## src/rtl/v_latch_bank.sv

```systemverilog
// Clocked multi-channel value hold bank with per-channel change flag and saturating change counter.
// Optional feature macro: LATCH_BANK_PARITY_EN (registered even parity of each held value on PAR).
module v_latch_bank #(
  parameter int WIDTH    = 8,
  parameter int CHANNELS = 4,
  parameter int CW       = 4
) (
  input  logic                      C,
  input  logic                      CLR_N,
  input  logic [CHANNELS-1:0]       G,
  input  logic [CHANNELS-1:0]       SCLR,
  input  logic [CHANNELS*WIDTH-1:0] D,
  input  logic [CHANNELS-1:0]       ACK,
  output logic [CHANNELS*WIDTH-1:0] Q,
  output logic [CHANNELS-1:0]       CHG,
  output logic [CHANNELS*CW-1:0]    CNT,
  output logic [CHANNELS-1:0]       PAR
);

  localparam logic [CW-1:0] CNT_MAX = {CW{1'b1}};
  localparam logic [CW-1:0] CNT_ONE = CW'(1);

  logic [CHANNELS*WIDTH-1:0] q_r;
  logic [CHANNELS*WIDTH-1:0] q_nxt_s;
  logic [CHANNELS-1:0]       chg_r;
  logic [CHANNELS-1:0]       chg_nxt_s;
  logic [CHANNELS*CW-1:0]    cnt_r;
  logic [CHANNELS*CW-1:0]    cnt_nxt_s;

  // Per-channel next state: clear beats write, and a fresh change beats an acknowledge.
  always_comb begin
    q_nxt_s   = q_r;
    chg_nxt_s = chg_r;
    cnt_nxt_s = cnt_r;
    for (int i = 0; i < CHANNELS; i++) begin
      if (SCLR[i]) begin
        q_nxt_s[i*WIDTH +: WIDTH] = {WIDTH{1'b0}};
        cnt_nxt_s[i*CW +: CW]     = {CW{1'b0}};
        chg_nxt_s[i]              = 1'b0;
      end else if (G[i] && (D[i*WIDTH +: WIDTH] != q_r[i*WIDTH +: WIDTH])) begin
        q_nxt_s[i*WIDTH +: WIDTH] = D[i*WIDTH +: WIDTH];
        chg_nxt_s[i]              = 1'b1;
        if (cnt_r[i*CW +: CW] != CNT_MAX) begin
          cnt_nxt_s[i*CW +: CW] = cnt_r[i*CW +: CW] + CNT_ONE;
        end else begin
          cnt_nxt_s[i*CW +: CW] = CNT_MAX;
        end
      end else if (ACK[i]) begin
        chg_nxt_s[i] = 1'b0;
      end else begin
        chg_nxt_s[i] = chg_r[i];
      end
    end
  end

  // State registers; reset clears every channel at once.
  always_ff @(posedge C or negedge CLR_N) begin
    if (!CLR_N) begin
      q_r   <= '0;
      chg_r <= '0;
      cnt_r <= '0;
    end else begin
      q_r   <= q_nxt_s;
      chg_r <= chg_nxt_s;
      cnt_r <= cnt_nxt_s;
    end
  end

  assign Q   = q_r;
  assign CHG = chg_r;
  assign CNT = cnt_r;

`ifdef LATCH_BANK_PARITY_EN
  function automatic logic even_par(input logic [WIDTH-1:0] v);
    return ^v;
  endfunction

  logic [CHANNELS-1:0] par_r;
  logic [CHANNELS-1:0] par_nxt_s;

  // Parity is taken from the value about to be registered so it lines up with Q.
  always_comb begin
    par_nxt_s = '0;
    for (int i = 0; i < CHANNELS; i++) begin
      par_nxt_s[i] = even_par(q_nxt_s[i*WIDTH +: WIDTH]);
    end
  end

  // Parity register, same reset as the held values.
  always_ff @(posedge C or negedge CLR_N) begin
    if (!CLR_N) begin
      par_r <= '0;
    end else begin
      par_r <= par_nxt_s;
    end
  end

  assign PAR = par_r;
`else
  assign PAR = {CHANNELS{1'b0}};
`endif

endmodule

```

## config.mk

```make
export PLATFORM = sky130hd
export DESIGN_NAME = v_latch_bank
export DESIGN_NICKNAME = d
export VERILOG_FILES = /design/src/rtl/v_latch_bank.sv
export SDC_FILE = /design/constraint.sdc
export NUM_CORES = 1
export LEC_CHECK = 0
export BUFFER_PORTS_ARGS = -buffer_cell sky130_fd_sc_hd__buf_2
export CAP_MARGIN = 20
export CORE_MARGIN = 1.5
export CORE_UTILIZATION = 55
export CTS_BUF_LIST = sky130_fd_sc_hd__clkbuf_16
export CTS_CLUSTER_SIZE = 25
export DETAILED_ROUTE_END_ITERATION = 10
export HOLD_SLACK_MARGIN = 0.03
export PLACE_DENSITY = 0.94
export SYNTH_ARGS = -nofsm -noshare
export SYNTH_HDL_FRONTEND = slang
export SYNTH_SLANG_ARGS = --single-unit
export TNS_END_PERCENT = 50
```

## constraint.sdc

```tcl
create_clock -name C -period 2.9 [get_ports C]
set_input_delay 0.29 -clock C [delete_from_list [all_inputs] [get_ports C]]
set_output_delay 0.29 -clock C [all_outputs]
set_load 0.05 [all_outputs]
```

==> impl_results.md <==
- I/O pin cnt: 102
- RePlAce Congestion: 0.848
- Post-Syn Area per Cell: 10.1 um2
- Largest family of logic cells by synthesized area: simple AND/OR/NAND/NOR gates
- Number of instances in the synthesized netlist: 303
- Longest Clk Path Bufs: 2
- Height of the die: 77.5 um
- Worst hold slack after final layout: 0.105 ns
- Detailed Route Iter0 Violations: 64
- Top cell types by occurrence after synthesis: 52 x sky130_fd_sc_hd__dfrtp_1, 46 x sky130_fd_sc_hd__nand2_1, 36 x sky130_fd_sc_hd__nand2b_1
- Cell with the most instances after synthesis: sky130_fd_sc_hd__dfrtp_1
- Data required, critical path: 3.06 ns
- Residual DRC count: 0
- Synth Area in Adders: 1.64%
- Data arrival time at the worst-slack endpoint: 2.03 ns
- Static Leak: 1.95 nW
- Synth warn: 0
- Final cell count without fillers: 473
- Async set-or-reset flop fraction in the synthesized netlist: 100%
- Post-route clock skew: 0.00512 ns
- Post-layout instance area: 3760 um2
- Vias/cell: 5.43
- XOR/XNOR Fraction of Synth Area: 9.19%
- Dpl cell area: 3590 um2
- Total of fill cells in the finished design: 405
- Biggest area consumer among synthesized cells: sky130_fd_sc_hd__dfrtp_1
- Site row count: 26
- Placed cell count: 465
- Number of max-cap violations: 0
- Worst Setup Path Type: register to register
- Final standard cell utilization of the core: 71.7%
- Total half-perimeter wirelength after legalization and detailed placement: 5.02 mm
- Multiplexer area fraction after synthesis: 12.6%
- Peak VDD IR: 296 uV
- Number of synthesized flops with an enable pin: 0
- Clock slew at the register clock pins of the worst setup and hold paths: 0.07 ns
- Root cell of the clock tree: sky130_fd_sc_hd__clkbuf_16
- Post-layout nets: 452
- Detailed-route via count: 2568
- Area contributors post-synth: sky130_fd_sc_hd__dfrtp_1 43%, sky130_fd_sc_hd__mux2i_1 11%, sky130_fd_sc_hd__nand2b_1 7.4%
- CTS resizes: 0
- CORE AREA: 5240 um2
- Global-route wire length before repair: 11.3 mm
- Final Worst Setup Slack: 1.03 ns
- Critical path fanouts, max: 5
- Slew Limit Headroom: 36.8%
- Class of the tightest hold or removal check: input pin to async pin
- Largest net degree at the start of global routing: 39
- Status: completed
- Final period util: 64.5%
- Via count of the first global-routing pass: 2591
- Worst slack, placed: 1.03 ns
- CTS hold repair buffers: 0
- Library cells used by synthesis: 31
- Total of flip-flops plus latches after synthesis: 52
- Fraction of the yosys area taken by sequential cells: 42.7%
- Detailed-router iteration count before antenna repair: 5
- Proportion of layout cells with a drive suffix above 1: 28.5%
- Simple-gate share of the synthesized area: 19.5%
- Post-layout min period: 1.87 ns
- Area of the die: 6000 um2
- Antenna violations before repair: 0
- Antenna Nets Post-Route: 0
- Area share of the leading cell type in the synthesized netlist: 42.7%
- Overall fraction of global-route tracks in use: 22.8%
- Maximum level of the CTS H-tree: 2
- Area grow syn2layout: 23.2%
- # setup viols final: 0
- Transition at the pin with the smallest max-transition slack: 0.946 ns
- Synth Area in Compound Gates: 9.77%
- Post-CTS Setup Bufs: 0
- TritonCTS clock tree: done
- DIE WIDTH: 77.5 um
- Final max-slew violation count: 0
- Initial Util: 58.2%
- Overflow left after global routing: 0
- Power Dens Cells: 508 nW/um2
- Timing-limited maximum frequency: 0.535 GHz
- Primary FF master, synth: sky130_fd_sc_hd__dfrtp_1
- Critical path launch point type: register
- Total Power: 1.91 mW
- Type of destination of the critical path: register
- RSZ-0062 raised after global routing: false
- Number of sinks driven by the clock tree: 52
- Number of inserted diodes: 0
- Number of hold violations in the final report: 0
- Setup TNS: 0 ns
- Count of buffers inserted at the top-level ports: 97
- Total wirelength of the detailed-routed design: 6.63 mm
- Insertion delay of the later-clocked pin in the worst-skew pair: 0.28 ns
- Netlist area before placement: 3050 um2
- Num CTS Buffers: 5
- DR WL/cell: 14.0 um
[critical path, cell delays in order, from the launching register on]
cell and delay, ns:
sky130_fd_sc_hd__dfrtp_1 0.41, sky130_fd_sc_hd__xor2_1 0.17, sky130_fd_sc_hd__nor4_2 0.49, sky130_fd_sc_hd__a21boi_1 0.31
sky130_fd_sc_hd__buf_4 0.25, sky130_fd_sc_hd__mux2i_1 0.12
[where the power goes]
group	switching [mW]	internal (mW)
Combinational	0.307	0.143
Clock	0.249	0.401
Sequential	0.0422	0.766
Total	0.599	1.31
[registers in the layout, indices dropped and copies added (netlist names)]
name,count
CHG,4
CNT,16
Q,32
[worst paths after layout]
path | depth (start not counted) | to | startpoint | slack [ns]
max in group asynchronous | 2 | Q[0]$_DFFE_PN0P_ | CLR_N | 2.15
worst max-delay path | 5 | Q[20]$_DFFE_PN0P_ | Q[16]$_DFFE_PN0P_ | 1.03
worst max register to register | 5 | Q[20]$_DFFE_PN0P_ | Q[16]$_DFFE_PN0P_ | 1.03
worst min-delay path | 1 | CNT[9]$_DFFE_PN0P_ | CLR_N | 0.10
worst min register to register | 2 | CHG[1]$_DFFE_PN0P_ | CHG[1]$_DFFE_PN0P_ | 0.53
min in group C | 2 | CHG[3]$_DFFE_PN0P_ | SCLR[3] | 0.22
[kinds of logic after synthesis]
| family | count (synthesis) |
|---|---|
| xor+xnor | 32 |
| mux | 38 |
| flops | 52 |
| other cells | 1 |
| simple gates | 106 |
| compound gates | 42 |
| buf+inv | 28 |
| fa+ha+maj | 4 |
[metal layers]
metal / share of wire [%] / GRT usage (%) / routed length (um) / vias up
li1: - / - / - / 1231
met4: 0.54 / 5.64 / 36 / 0
met3: 5.5 / 5.18 / 362 / 4
met1: 44 / 27.6 / 2890 / 1238
met5: 0 / 0 / 0 / -
met2: 50 / 41.0 / 3340 / 95
[layout by cell type (no fill, tap or decap)]
cell type                   count
sky130_fd_sc_hd__a221oi_1       8
sky130_fd_sc_hd__nand4_1        4
sky130_fd_sc_hd__o211a_1        2
sky130_fd_sc_hd__xor2_1        16
sky130_fd_sc_hd__a21boi_0       2
sky130_fd_sc_hd__conb_1         4
sky130_fd_sc_hd__o2111ai_1      2
sky130_fd_sc_hd__and4_1         4
sky130_fd_sc_hd__a211o_1        4
sky130_fd_sc_hd__o21ai_0        2
sky130_fd_sc_hd__clkbuf_16      5
sky130_fd_sc_hd__mux2i_1       34
sky130_fd_sc_hd__nand3_1        4
sky130_fd_sc_hd__a21bo_2        2
sky130_fd_sc_hd__nand2b_1      36
sky130_fd_sc_hd__dfrtp_1       52
sky130_fd_sc_hd__ha_1           4
sky130_fd_sc_hd__mux2_1         4
sky130_fd_sc_hd__buf_4          6
sky130_fd_sc_hd__a21o_1         2
sky130_fd_sc_hd__and4b_1        4
sky130_fd_sc_hd__a21oi_1       16
sky130_fd_sc_hd__a21boi_1       2
sky130_fd_sc_hd__buf_2         97
sky130_fd_sc_hd__nand2_1       46
sky130_fd_sc_hd__bufinv_16      1
sky130_fd_sc_hd__nor4_2         4
sky130_fd_sc_hd__nor2b_1        4
sky130_fd_sc_hd__clkinv_1       4
sky130_fd_sc_hd__inv_1         12
sky130_fd_sc_hd__xnor2_1       16
[layout make-up]
cell class	count	area, um2	area share, %
clock inverters	3	37.5	0.999
repair buffers	103	531	14.1
flip-flops and latches	52	1300	34.6
inverters	14	52.6	1.40
well taps	70	87.6	2.33
clock buffers	5	125	3.33
multi-input cells	226	1620	43.2
(Power assumes the default switching activity.)
